<file path="src/rtl/key_debounce_bank_pkg.sv">
// ---------------------------------------------------------------------------
// key_pkg
// Shared definitions for the key debounce bank: the per-channel FSM state
// type, the board clock frequency, a millisecond-to-cycles helper and the
// default timing constants derived from it.
// ---------------------------------------------------------------------------
package key_pkg;

   // Per-key conditioner states
   typedef enum logic [1:0] {
      IDLE       = 2'd0,
      PRESS_FILT = 2'd1,
      HELD       = 2'd2,
      REL_FILT   = 2'd3
   } key_state_t;

   localparam int CLK_FREQ_HZ   = 50_000_000;
   localparam int CYCLES_PER_MS = CLK_FREQ_HZ / 1000;

   function automatic int msToCycles(input int ms);
      return CYCLES_PER_MS * ms;
   endfunction

   localparam int DEF_DEBOUNCE_CYCLES      = msToCycles(20);
   localparam int DEF_REPEAT_DELAY_CYCLES  = msToCycles(500);
   localparam int DEF_REPEAT_PERIOD_CYCLES = msToCycles(100);

endpackage

</file>
<file path="src/rtl/key_debounce_bank_if.sv">
// ---------------------------------------------------------------------------
// key_debounce_bank_if
// Groups the raw key inputs and the conditioned pulse/level outputs of the
// debounce bank.
//   key_raw   : raw bouncing key levels (driven by the board / master)
//   key_pulse : one-cycle press / auto-repeat pulses (driven by the bank)
//   key_level : debounced pressed level, 1 = held (driven by the bank)
// ---------------------------------------------------------------------------
interface key_debounce_bank_if #(
   parameter int N_KEYS = 5
);
   logic [N_KEYS-1:0] key_raw;
   logic [N_KEYS-1:0] key_pulse;
   logic [N_KEYS-1:0] key_level;

   modport master (output key_raw, input key_pulse, input key_level);
   modport slave  (input key_raw, output key_pulse, output key_level);
endinterface

</file>
<file path="src/rtl/key_debounce_bank_ch.sv">
// ---------------------------------------------------------------------------
// key_debounce_ch
// One key channel: 2-flop synchroniser, debounce FSM with press and release
// filtering, and an optional auto-repeat counter.
//   clk         : system clock
//   reset_n     : asynchronous active-low reset
//   i_key_raw   : raw asynchronous key level
//   o_key_pulse : registered one-cycle press / repeat pulse
//   o_key_level : registered debounced pressed level
// ---------------------------------------------------------------------------
module key_debounce_ch
   import key_pkg::*;
#(
   parameter int DEBOUNCE_CYCLES      = DEF_DEBOUNCE_CYCLES,
   parameter int REPEAT_DELAY_CYCLES  = DEF_REPEAT_DELAY_CYCLES,
   parameter int REPEAT_PERIOD_CYCLES = DEF_REPEAT_PERIOD_CYCLES,
   parameter bit REPEAT_ON            = 1'b0,
   parameter bit KEY_ACTIVE_LOW       = 1'b1
) (
   input  logic clk,
   input  logic reset_n,
   input  logic i_key_raw,
   output logic o_key_pulse,
   output logic o_key_level
);

   localparam int DEB_W   = (DEBOUNCE_CYCLES > 2) ? $clog2(DEBOUNCE_CYCLES) : 1;
   localparam int REP_MAX = (REPEAT_DELAY_CYCLES > REPEAT_PERIOD_CYCLES) ?
                            REPEAT_DELAY_CYCLES : REPEAT_PERIOD_CYCLES;
   localparam int REP_W   = (REP_MAX > 2) ? $clog2(REP_MAX) : 1;

   localparam logic [DEB_W-1:0] DEB_LAST       = DEB_W'(DEBOUNCE_CYCLES - 1);
   localparam logic [REP_W-1:0] REP_DELAY_LAST = REP_W'(REPEAT_DELAY_CYCLES - 1);
   localparam logic [REP_W-1:0] REP_PER_LAST   = REP_W'(REPEAT_PERIOD_CYCLES - 1);
   localparam logic             KEY_IDLE_LVL   = KEY_ACTIVE_LOW;

   logic             r_sync1;
   logic             r_sync2;
   key_state_t       r_state;
   logic [DEB_W-1:0] r_deb_cnt;
   logic [REP_W-1:0] r_rep_cnt;
   logic             r_rep_phase;
   logic             r_pulse;
   logic             r_level;
   logic             w_pressed;
   logic [REP_W-1:0] w_rep_limit;

   // Synchroniser loads the idle key level in reset so that releasing reset
   // with no key pressed can never look like a press edge.
   always_ff @(posedge clk or negedge reset_n) begin
      if (!reset_n) begin
         r_sync1 <= KEY_IDLE_LVL;
         r_sync2 <= KEY_IDLE_LVL;
      end else begin
         r_sync1 <= i_key_raw;
         r_sync2 <= r_sync1;
      end
   end

   assign w_pressed   = KEY_ACTIVE_LOW ? ~r_sync2 : r_sync2;
   // Before the first repeat the counter runs to the long delay; once the
   // first repeat has fired it reloads and runs to the shorter period.
   assign w_rep_limit = r_rep_phase ? REP_PER_LAST : REP_DELAY_LAST;

   // Debounce / repeat FSM. deb_cnt counts consecutive stable samples
   // including the one that caused the state change, so acceptance happens
   // DEBOUNCE_CYCLES samples after the first stable one in both directions.
   always_ff @(posedge clk or negedge reset_n) begin
      if (!reset_n) begin
         r_state     <= IDLE;
         r_deb_cnt   <= '0;
         r_rep_cnt   <= '0;
         r_rep_phase <= 1'b0;
         r_pulse     <= 1'b0;
         r_level     <= 1'b0;
      end else begin
         r_pulse <= 1'b0;
         case (r_state)
            IDLE: begin
               if (w_pressed) begin
                  r_state   <= PRESS_FILT;
                  r_deb_cnt <= DEB_W'(1);
               end else begin
                  r_deb_cnt <= '0;
               end
            end
            PRESS_FILT: begin
               if (!w_pressed) begin
                  r_state   <= IDLE;
                  r_deb_cnt <= '0;
               end else if (r_deb_cnt == DEB_LAST) begin
                  r_state     <= HELD;
                  r_deb_cnt   <= '0;
                  r_pulse     <= 1'b1;
                  r_level     <= 1'b1;
                  r_rep_cnt   <= '0;
                  r_rep_phase <= 1'b0;
               end else begin
                  r_deb_cnt <= r_deb_cnt + 1'b1;
               end
            end
            HELD: begin
               if (!w_pressed) begin
                  r_state   <= REL_FILT;
                  r_deb_cnt <= DEB_W'(1);
               end else if (REPEAT_ON) begin
                  if (r_rep_cnt == w_rep_limit) begin
                     r_pulse     <= 1'b1;
                     r_rep_cnt   <= '0;
                     r_rep_phase <= 1'b1;
                  end else begin
                     r_rep_cnt <= r_rep_cnt + 1'b1;
                  end
               end
            end
            REL_FILT: begin
               // Repeat counter is left untouched here so a release bounce
               // resumes the repeat timing where it stopped.
               if (w_pressed) begin
                  r_state   <= HELD;
                  r_deb_cnt <= '0;
               end else if (r_deb_cnt == DEB_LAST) begin
                  r_state   <= IDLE;
                  r_deb_cnt <= '0;
                  r_level   <= 1'b0;
               end else begin
                  r_deb_cnt <= r_deb_cnt + 1'b1;
               end
            end
            default: begin
               r_state   <= IDLE;
               r_deb_cnt <= '0;
            end
         endcase
      end
   end

   assign o_key_pulse = r_pulse;
   assign o_key_level = r_level;

endmodule

</file>
<file path="src/rtl/key_debounce_bank.sv">
// ---------------------------------------------------------------------------
// key_debounce_bank
// Bank of N_KEYS independent key conditioners feeding key_control. Each raw
// key becomes a one-cycle press pulse plus a debounced level; keys selected
// in REPEAT_EN also emit auto-repeat pulses while held.
//   clk     : system clock (50 MHz)
//   reset_n : asynchronous active-low reset
//   bus     : key_debounce_bank_if slave (key_raw in, key_pulse/key_level out)
// ---------------------------------------------------------------------------
module key_debounce_bank
   import key_pkg::*;
#(
   parameter int                N_KEYS               = 5,
   parameter int                DEBOUNCE_CYCLES      = DEF_DEBOUNCE_CYCLES,
   parameter int                REPEAT_DELAY_CYCLES  = DEF_REPEAT_DELAY_CYCLES,
   parameter int                REPEAT_PERIOD_CYCLES = DEF_REPEAT_PERIOD_CYCLES,
   parameter logic [N_KEYS-1:0] REPEAT_EN            = 5'b11100,
   parameter bit                KEY_ACTIVE_LOW       = 1'b1
) (
   input logic               clk,
   input logic               reset_n,
   key_debounce_bank_if.slave bus
);

   logic [N_KEYS-1:0] w_pulse;
   logic [N_KEYS-1:0] w_level;

   // One fully independent channel per key; no priority between keys.
   for (genvar g = 0; g < N_KEYS; g++) begin : g_ch
      key_debounce_ch #(
         .DEBOUNCE_CYCLES      (DEBOUNCE_CYCLES),
         .REPEAT_DELAY_CYCLES  (REPEAT_DELAY_CYCLES),
         .REPEAT_PERIOD_CYCLES (REPEAT_PERIOD_CYCLES),
         .REPEAT_ON            (REPEAT_EN[g]),
         .KEY_ACTIVE_LOW       (KEY_ACTIVE_LOW)
      ) u_ch (
         .clk         (clk),
         .reset_n     (reset_n),
         .i_key_raw   (bus.key_raw[g]),
         .o_key_pulse (w_pulse[g]),
         .o_key_level (w_level[g])
      );
   end

   assign bus.key_pulse = w_pulse;
   assign bus.key_level = w_level;

endmodule

</file>
<file path="src/flat_wrapper.sv">
// flat-port wrapper written by rule: the top's interface ports become plain ports
module key_debounce_bank_flat import key_pkg::*;
#(
   parameter int                N_KEYS               = 5,
   parameter int                DEBOUNCE_CYCLES      = DEF_DEBOUNCE_CYCLES,
   parameter int                REPEAT_DELAY_CYCLES  = DEF_REPEAT_DELAY_CYCLES,
   parameter int                REPEAT_PERIOD_CYCLES = DEF_REPEAT_PERIOD_CYCLES,
   parameter logic [N_KEYS-1:0] REPEAT_EN            = 5'b11100,
   parameter bit                KEY_ACTIVE_LOW       = 1'b1
)
  (clk, reset_n, bus_key_raw, bus_key_pulse, bus_key_level);
  key_debounce_bank_if #(.N_KEYS(N_KEYS)) bus_i ();
  input logic clk;
  input logic reset_n;
  input wire logic [$bits(bus_i.key_raw)-1:0] bus_key_raw;
  output wire logic [$bits(bus_i.key_pulse)-1:0] bus_key_pulse;
  output wire logic [$bits(bus_i.key_level)-1:0] bus_key_level;
  assign bus_i.key_raw = bus_key_raw;
  assign bus_key_pulse = bus_i.key_pulse;
  assign bus_key_level = bus_i.key_level;
  key_debounce_bank #(.N_KEYS(N_KEYS), .DEBOUNCE_CYCLES(DEBOUNCE_CYCLES), .REPEAT_DELAY_CYCLES(REPEAT_DELAY_CYCLES), .REPEAT_PERIOD_CYCLES(REPEAT_PERIOD_CYCLES), .REPEAT_EN(REPEAT_EN), .KEY_ACTIVE_LOW(KEY_ACTIVE_LOW)) u_core (.clk(clk), .reset_n(reset_n), .bus(bus_i));
endmodule
</file>
<file path="config.mk">
export PLATFORM = sky130hd
export DESIGN_NAME = key_debounce_bank_flat
export DESIGN_NICKNAME = d
export VERILOG_FILES = /design/src/rtl/key_debounce_bank_pkg.sv /design/src/rtl/key_debounce_bank_if.sv /design/src/rtl/key_debounce_bank_ch.sv /design/src/rtl/key_debounce_bank.sv /design/src/flat_wrapper.sv
export SDC_FILE = /design/constraint.sdc
export NUM_CORES = 1
export LEC_CHECK = 0
export CAP_MARGIN = 30
export CORE_MARGIN = 2
export CORE_UTILIZATION = 55
export CTS_CLUSTER_DIAMETER = 120
export DETAILED_ROUTE_END_ITERATION = 7
export PLACE_DENSITY = 0.74
export SYNTH_ARGS = -nofsm -noshare
export SYNTH_HDL_FRONTEND = slang
export SYNTH_HIERARCHICAL = 1
export SYNTH_SLANG_ARGS = --single-unit
</file>
<file path="constraint.sdc">
create_clock -name clk -period 2 [get_ports clk]
set_input_delay 0.6 -clock clk [delete_from_list [all_inputs] [get_ports clk]]
set_output_delay 0.6 -clock clk [all_outputs]
set_load 0.02 [all_outputs]
</file>
==> results by group, run 1 <==
Route
  – Final wirelength: ~38,000 um
  – Remaining DRCs: 0
  – First-pass DRT Iterations: 6
  – DRT antenna net count: 0
  – Vias: 13,200
  – Vias/cell: approximately 6.6
  – DR iter-0 viols: 1,227
  – DR WL/cell: around 19 um

Cells and area
  – Most frequent cells in the layout: buf_4 (255), dfrtp_1 (196), nand2_1 (137)
  – Final Core Density: 0.7770
  – Commonest non-fill, non-tap cell in the layout: buf_4
  – Share of cells above drive strength 1: 0.3511
  – Antenna cells: 0
  – Fill cells: 1,419
  – NumNets Final: 1,738
  – Area Overhead vs Synth: 39.35%
  – Post-route cell area: approximately 18,000 um^2

Critical path
  – Crit path arrival time: about 2700 ps
  – Reg2reg path depth: 9
  – Setup crit start kind: flop
  – R2R Setup Slk: -230 ps
  – Worst Path Required: between 2000 and 2500 ps
  – Crit path kind: flop to flop
  – Crit-path max FO: 3
  – Critical Path End Type: flop
  – RR Startpoint: u_core/g_ch[4].u_ch/r_deb_cnt[13]
  – Critical R2R Capture: u_core/g_ch[4].u_ch/r_state[0]

GRT
  – First-pass GRT wire length: approximately 59,000 um
  – Total track usage: 0.2889
  – Largest net degree at the start of global routing: between 40 and 50
  – Total grt overflow: 0
  – Antenna violations before repair: 0
  – Vias in the first global route: around 12,000

Outcome
  – Outcome: complete, but fails checks
  – Violated checks: negative setup slack

Floorplanning
  – Die Y: 155.3 um
  – Core area: roughly 23,000 um^2
  – Num rows: 55
  – IO Pins: 17
  – Chip Width: between 150 and 200 um
  – Initial Util: 0.5576
  – Die area: 24,110 um^2

Placement
  – Post-DP HPWL: around 23,000 um
  – Port Buffer Count: 16
  – Placed cell area: 14,900 um^2
  – RePlAce Congestion: roughly 0.94

Timing
  – Peak Freq: ~450 MHz
  – Slew of the pin with the lowest slew margin: between 500 and 600 ps
  – Fin worst setup slack: -228.5 ps
  – Min Tclk post-route: 2228 ps
  – RSZ-0062 raised after global routing: yes
  – Clk_skew: just under 20 ps
  – Setup violations, final: 98
  – Final Cycle Share: 1.114
  – Max-slew violation count: 0
  – Slew headroom: 0.6624
  – Hold Violations, Final: 0

Logic synthesis
  – Yosys cell types: between 80 and 90
  – Cell area after synthesis: ~13,000 um^2
  – Warnings from Yosys: 6
  – Yosys top cell by area: dfrtp_1
  – Share of the synthesized area in the top cell type: 0.3937
  – Largest cells by area after synthesis: dfrtp_1 (39%), nand2_1 (4.4%), nand3_1 (3.3%), a21oi_1 (3.2%), o21ai_0 (3.1%)
  – Ys async rst share: 1.000
  – Ys flop type: dfrtp_1
  – Synthesized netlist cell count: ~1,400
  – Flip-flop and latch count after synthesis: ~210
  – Number of enable flip-flop cells after synthesis: 0
  – Net Count, Synth: roughly 1,500
  – Seq/Total Area, Yosys: 0.4146
  – Avg Synthesized Cell Area: roughly 8.8 um^2

Job
  – Max-cap viol count: 0

Power and ir drop
  – Power Dens Cells: 927.5 nW/um^2
  – Worst VDD drop: approximately 0.00076 V
  – Leak Pwr: roughly 7.4 nW

Min path
  – Min-Delay Path Class: flop to flop
  – WHS Path Cells: 0
  – WHS Endpoint: u_core/g_ch[2].u_ch/r_sync2
  – Hold Crit Start: u_core/g_ch[2].u_ch/r_sync1

Clock network
  – CTS max path bufs: 3
  – Worst skew pair latency: roughly 530 ps
  – Num CTS Buffers: 25
  – CTS root buf: clkbuf_16
  – Clock transition at the registers of the reported paths: about 70 ps
  – CTS tree: built
  – H-Tree Depth: 1
  – Clock Sink Count: between 200 and 250
Yosys cell counts (10+ instances only):
cell type / n
a22oi_1: 20
nand2b_1: 17
inv_1: 58
and4_1: 16
a21o_1: 30
nor2_1: 67
and2_1: 27
o41ai_1: 11
o22ai_1: 25
or3_1: 21
buf_2: 15
mux2i_1: 14
nand2_1: 147
nand3_1: 82
a21oi_1: 81
nor4_1: 28
a31oi_1: 61
o31ai_1: 35
nor4b_1: 10
nor3_1: 26
clkbuf_1: 50
o21ai_1: 15
nor3b_1: 15
dfstp_2: 10
ha_1: 23
o21ai_0: 77
or4_1: 20
dfrtp_1: 198
a32oi_1: 12
nand4_1: 55
and3_1: 32
routing by layer:
metal	global-route usage	up-vias	wire length (um)
met3	0.03955	119	2383
li1	-	6041	-
met1	0.3791	6467	15600
met2	0.4978	574	19040
met5	0	-	0
met4	0.09349	0	1319
worst max-delay path by stage:
stage / start / endpoint / slack (ps) / cells past startpoint
after global routing: u_core/g_ch[4].u_ch/r_deb_cnt[13] / u_core/g_ch[4].u_ch/r_state[0] / -290 / 9
after detailed placement: u_core/g_ch[4].u_ch/r_deb_cnt[0] / u_core/g_ch[4].u_ch/r_deb_cnt[2] / -150 / 7
after global placement: u_core/g_ch[3].u_ch/r_deb_cnt[12] / u_core/g_ch[3].u_ch/r_rep_cnt[16] / -140 / 7
after floorplan: u_core/g_ch[4].u_ch/r_deb_cnt[8] / u_core/g_ch[4].u_ch/r_rep_cnt[10] / -80 / 7
after CTS: u_core/g_ch[4].u_ch/r_rep_cnt[15] / u_core/g_ch[4].u_ch/o_key_pulse / -150 / 5
final: u_core/g_ch[4].u_ch/r_deb_cnt[13] / u_core/g_ch[4].u_ch/r_state[0] / -230 / 9
kinds of logic (layout without fill, tap and decap cells):
group / Yosys count / in the layout / synth area share
adder cells (fa/ha/maj): 23 / 23 / 0.02287
flip-flops: 208 / 208 / 0.4146
AND/OR/NAND/NOR: 611 / 613 / 0.2728
buffers and inverters: 138 / 429 / 0.04782
AO/OA/AOI/OAI: 435 / 435 / 0.2281
multiplexers: 14 / 14 / 0.01113
XOR/XNOR: 4 / 4 / 0.002783
final cells by class:
type	count	area, um^2	share of cell area
Inverter	58	217.7	0.01241
Timing Repair Buffer	326	2801	0.1597
Clock buffer	29	660.6	0.03767
Tap cell	285	356.6	0.02033
Sequential cell	208	5220	0.2976
Clock inverter	16	215.2	0.01227
Multi-Input combinational cell	1089	8066	0.4599
per-stage QoR:
stage	std cells	worst slack, ps	setup TNS [ps]	power, mW	hold WS [ps]
final	2011	-228.5	-8404	16.27	358.6
after global routing	2011	-289.1	-15750	17.06	361.4
after CTS	1980	-151.0	-3846	15.27	358.3
after detailed placement	1914	-147.7	-5235	9.984	349.9
after global placement	1914	-139.0	-2612	9.801	345.7
after floorplan	1433	-75.39	-1116	7.878	304.4
state kept, by name, indices dropped and copies added, names as in the netlist, named ones only:
register,flops
u_core/g_ch.u_ch/r_rep_cnt,75
u_core/g_ch.u_ch/r_sync1,5
u_core/g_ch.u_ch/r_sync2,5
u_core/g_ch.u_ch/o_key_pulse,5
u_core/g_ch.u_ch/r_state,5
u_core/g_ch.u_ch/o_key_level,5
u_core/g_ch.u_ch/r_rep_phase,3
u_core/g_ch.u_ch/r_deb_cnt,100
what timing repair did:
item / 4_1_cts / 5_1_grt
hold buffers: 1 / 0
gates cloned: 3 / 5
hold endpoints to repair: 33 / 0
pin swaps: 37 / 81
buffers inserted: 17 / 29
gates resized for setup: 96 / 220
setup endpoints to repair: 113 / 144
worst max-delay path, cell delays in order, from the launching register on:
cell	delay, ps
dfrtp_1	380
or4b_4	550
nor4_4	220
buf_4	200
buf_6	90
buf_6	110
buf_4	100
a21o_1	150
a32oi_2	120
mux2i_1	220
power by group:
group | switching, mW | internal (mW)
Combinational | 3.67 | 2.92
Clock | 1.84 | 3.01
Sequential | 0.311 | 4.52
Power figures use the tool's default switching activity.
==> inputs of run 2 (changes only) <==
--- a/config.mk
+++ b/config.mk
@@ -6,7 +6,6 @@
 export NUM_CORES = 1
 export LEC_CHECK = 0
 export CAP_MARGIN = 30
-export CORE_MARGIN = 2
 export CORE_UTILIZATION = 55
 export CTS_CLUSTER_DIAMETER = 120
 export DETAILED_ROUTE_END_ITERATION = 7
==> run 2 against run 1 <==
Effect of this change:
- the flow still finishes with violations (negative setup slack)
- sequential share of layout area is 0.57 points higher
- worst setup slack better by 31 ps
- critical path depth shrank 1
- cell count is 1.1% lower
- non-clock buffer count is 16 lower
- sequential power hardly changed
- global-route usage decreased by 0.74 points
- first-iteration DRC count grew 19%
- critical path type unchanged
- critical endpoint is now u_core/g_ch[4].u_ch/r_rep_cnt[10]
- largest power group unchanged
==> results by group, run 2 (synthesized netlist as in run 1, its figures left out) <==
Critical path
  – Crit path arrival time: 2580 ps (-80 ps)
  – Worst path cell trace: buf_4, nor3_1, nand4_1, a2111o_1, buf_6, nand3_4, buf_12, o311ai_2
  – Critical Path Max Stage Delay: 550 ps (about the same)
  – Crit-path max FO: 10 (+7)
  – RR Startpoint: u_core/g_ch[4].u_ch/r_rep_cnt[13]
  – Reg2reg path depth: 8 (-1)
  – Setup crit start: u_core/g_ch[4].u_ch/r_rep_cnt[13]
  – Critical Path End Type: flop
  – Crit path kind: flop to flop
  – Worst Path Required: 2390 ps (-50 ps)
  – Critical R2R Capture: u_core/g_ch[4].u_ch/r_rep_cnt[10]
  – R2R Setup Slk: -200 ps (+30 ps)
  – Setup crit start kind: flop
  – Crit path max-delay cell type: a2111o_1

Clock network
  – Worst skew pair latency: 520 ps (about the same)
  – CTS root buf: clkbuf_16
  – Clock Sink Count: 208 (unchanged)
  – CTS max path bufs: 3 (unchanged)
  – Clock transition at the registers of the reported paths: 60 ps (about the same)
  – CTS tree: built
  – Num CTS Buffers: 24 (-4.0%)
  – H-Tree Depth: 1 (unchanged)

GRT
  – Vias in the first global route: 12,000 (-3.3%)
  – Total track usage: 0.2815 (-0.007399)
  – Total grt overflow: 0 (unchanged)
  – Antenna violations before repair: 0 (unchanged)
  – Largest net degree at the start of global routing: 51 (+6.3%)
  – First-pass GRT wire length: 56,080 um (-4.8%)

Route
  – DR iter-0 viols: 1,457 (+19%)
  – Vias: 13,070 (-1.0%)
  – First-pass DRT Iterations: 8 (+2)
  – Final wirelength: 37,500 um (-2.2%)
  – DRT antenna net count: 0 (unchanged)
  – DR WL/cell: 18.86 um (-1.1%)
  – Remaining DRCs: 0 (unchanged)
  – Vias/cell: 6.572 (+0.12%)

Floorplanning
  – Num rows: 54 (-1.8%)
  – Chip Width: 153.3 um (-1.3%)
  – IO Pins: 17 (unchanged)
  – Die area: 23,490 um^2 (-2.6%)
  – Core area: 22,160 um^2 (-1.8%)
  – Initial Util: 0.5679 (+0.01033)
  – Die Y: 153.3 um (-1.3%)

Timing
  – Peak Freq: 455.1 MHz (+1.4%)
  – Max-slew violation count: 0 (unchanged)
  – Final Cycle Share: 1.099 (-0.01555)
  – Clk_skew: 14.76 ps (-4.892 ps)
  – RSZ-0062 raised after global routing: yes
  – Slew headroom: 0.5548 (-0.1077)
  – Setup violations, final: 73 (-26%)
  – Min Tclk post-route: 2197 ps (-31.10 ps)
  – Setup TNS: -6816 ps (+1588 ps)
  – Slew of the pin with the lowest slew margin: 661.7 ps (+157.3 ps)
  – Fin worst setup slack: -197.4 ps (+31.10 ps)
  – Hold Violations, Final: 0 (unchanged)

Power and ir drop
  – Switching share of power: 0.3582 (about the same)
  – Final Power: 15.57 mW (-4.3%)
  – Comb pwr share: 0.394 (-0.011)
  – NetSw: 5.578 mW (-4.2%)
  – Flop pwr share: 0.308 (+0.011)
  – Power Dens Cells: 904.6 nW/um^2 (-2.5%)
  – Worst VDD drop: 0.0008395 V (+10%)
  – P_int: 9.993 mW (-4.3%)
  – Clock group share of total power: 0.298 (about the same)
  – Leak Pwr: 7.306 nW (-1.6%)

Cells and area
  – Cell Count, Final, Fillers Out: 1,988 (-1.1%)
  – NumNets Final: 1,720 (-1.0%)
  – Share of cells above drive strength 1: 0.3290 (-0.02206)
  – Area Overhead vs Synth: 36.77%
  – Most frequent cells in the layout: buf_4 (246), dfrtp_1 (195), nand2_1 (144)
  – Post-route cell area: 17,210 um^2 (-1.8%)
  – Area of the multi-input gates: 7899 um^2 (-2.1%)
  – Final Core Density: 0.7768 (about the same)
  – Commonest non-fill, non-tap cell in the layout: buf_4
  – Top reg by flops: u_core/g_ch.u_ch/r_deb_cnt
  – Antenna cells: 0 (unchanged)
  – Fill cells: 1,346 (-5.1%)
  – Register area: 5221 um^2 (about the same)
  – Max reg flops: 100 (unchanged)
  – Largest regs: u_core/g_ch.u_ch/r_deb_cnt: 100 flops, u_core/g_ch.u_ch/r_rep_cnt: 75 flops

Min path
  – Hold Crit Start: u_core/g_ch[3].u_ch/r_sync1
  – WHS Path Cells: 0 (unchanged)
  – Min-Delay Path Class: flop to flop
  – WHS Endpoint: u_core/g_ch[3].u_ch/r_sync2

Outcome
  – Violated checks: negative setup slack
  – Outcome: complete, but fails checks

Job
  – Max-cap viol count: 0 (unchanged)

Placement
  – Post-Place Cells: 1,894 (-1.0%)
  – Placed cell area: 14,790 um^2 (-0.80%)
  – Post-DP HPWL: 21,960 um (-3.8%)
  – Port Buffer Count: 16 (unchanged)
  – RePlAce Congestion: 0.8967 (-4.6%)
==> run 2: timing repair <==
item	in CTS	in global routing
resized for setup	89	161
gates cloned	1	8
hold buffers	1	0
setup endpoints to repair	96	150
setup buffers	13	30
endpoints found under the hold margin	16	0
pin swaps	31	74
==> run 2: layout make-up <==
class / count / area share
Multi-Input combinational cell: 1088 / 0.4589
Tap cell: 280 / 0.02035
Timing Repair Buffer: 310 / 0.1558
Clock buffer: 30 / 0.03976
Sequential cell: 208 / 0.3033
Clock inverter: 14 / 0.009231
Inverter: 58 / 0.01265
==> run 2: power by group through the flow <==
stage                     combinational [mW]  clock [mW]  sequential, mW
after floorplan                         3.02           0            4.85
after global placement                  4.81           0            4.83
after detailed placement                4.94           0            4.86
after CTS                               5.23        4.69            4.77
after global routing                    6.62        4.86            4.84
final                                   6.14        4.64            4.80
==> run 2: worst max-delay path, delay by kind of cell, from the launching register on <==
kind            cells  cell delay (ps)
compound gates      2              630
buf+inv             3              510
simple gates        3              530
flops               1              400
==> run 2: how the worst max path moves through the flow <==
stage | to | slack (ps)
after floorplan | u_core/g_ch[4].u_ch/r_rep_cnt[10] | -80
after global placement | u_core/g_ch[2].u_ch/r_rep_cnt[17] | -110
after detailed placement | u_core/g_ch[2].u_ch/r_rep_cnt[21] | -200
after CTS | u_core/g_ch[3].u_ch/r_rep_cnt[9] | -80
after global routing | u_core/g_ch[4].u_ch/r_rep_cnt[24] | -260
final | u_core/g_ch[4].u_ch/r_rep_cnt[10] | -200
==> run 2: per-stage QoR <==
stage / hold WS [ps] / worst slack (ps)
2_1_floorplan: 304.4 / -75.39
3_3_place_gp: 345.5 / -105.7
3_5_place_dp: 347.8 / -199.5
4_1_cts: 356.2 / -77.88
5_1_grt: 359.0 / -258.4
6_report: 354.9 / -197.4
==> run 2: per-layer routing <==
layer | GRT usage | vias to the layer above | part of all wire | routed length, um
li1 | - | 5987 | - | -
met1 | 0.3750 | 6341 | 0.42 | 15610
met2 | 0.4818 | 613 | 0.49 | 18240
met3 | 0.03317 | 125 | 0.065 | 2449
met4 | 0.08177 | 0 | 0.032 | 1195
met5 | 0 | - | 0 | 0
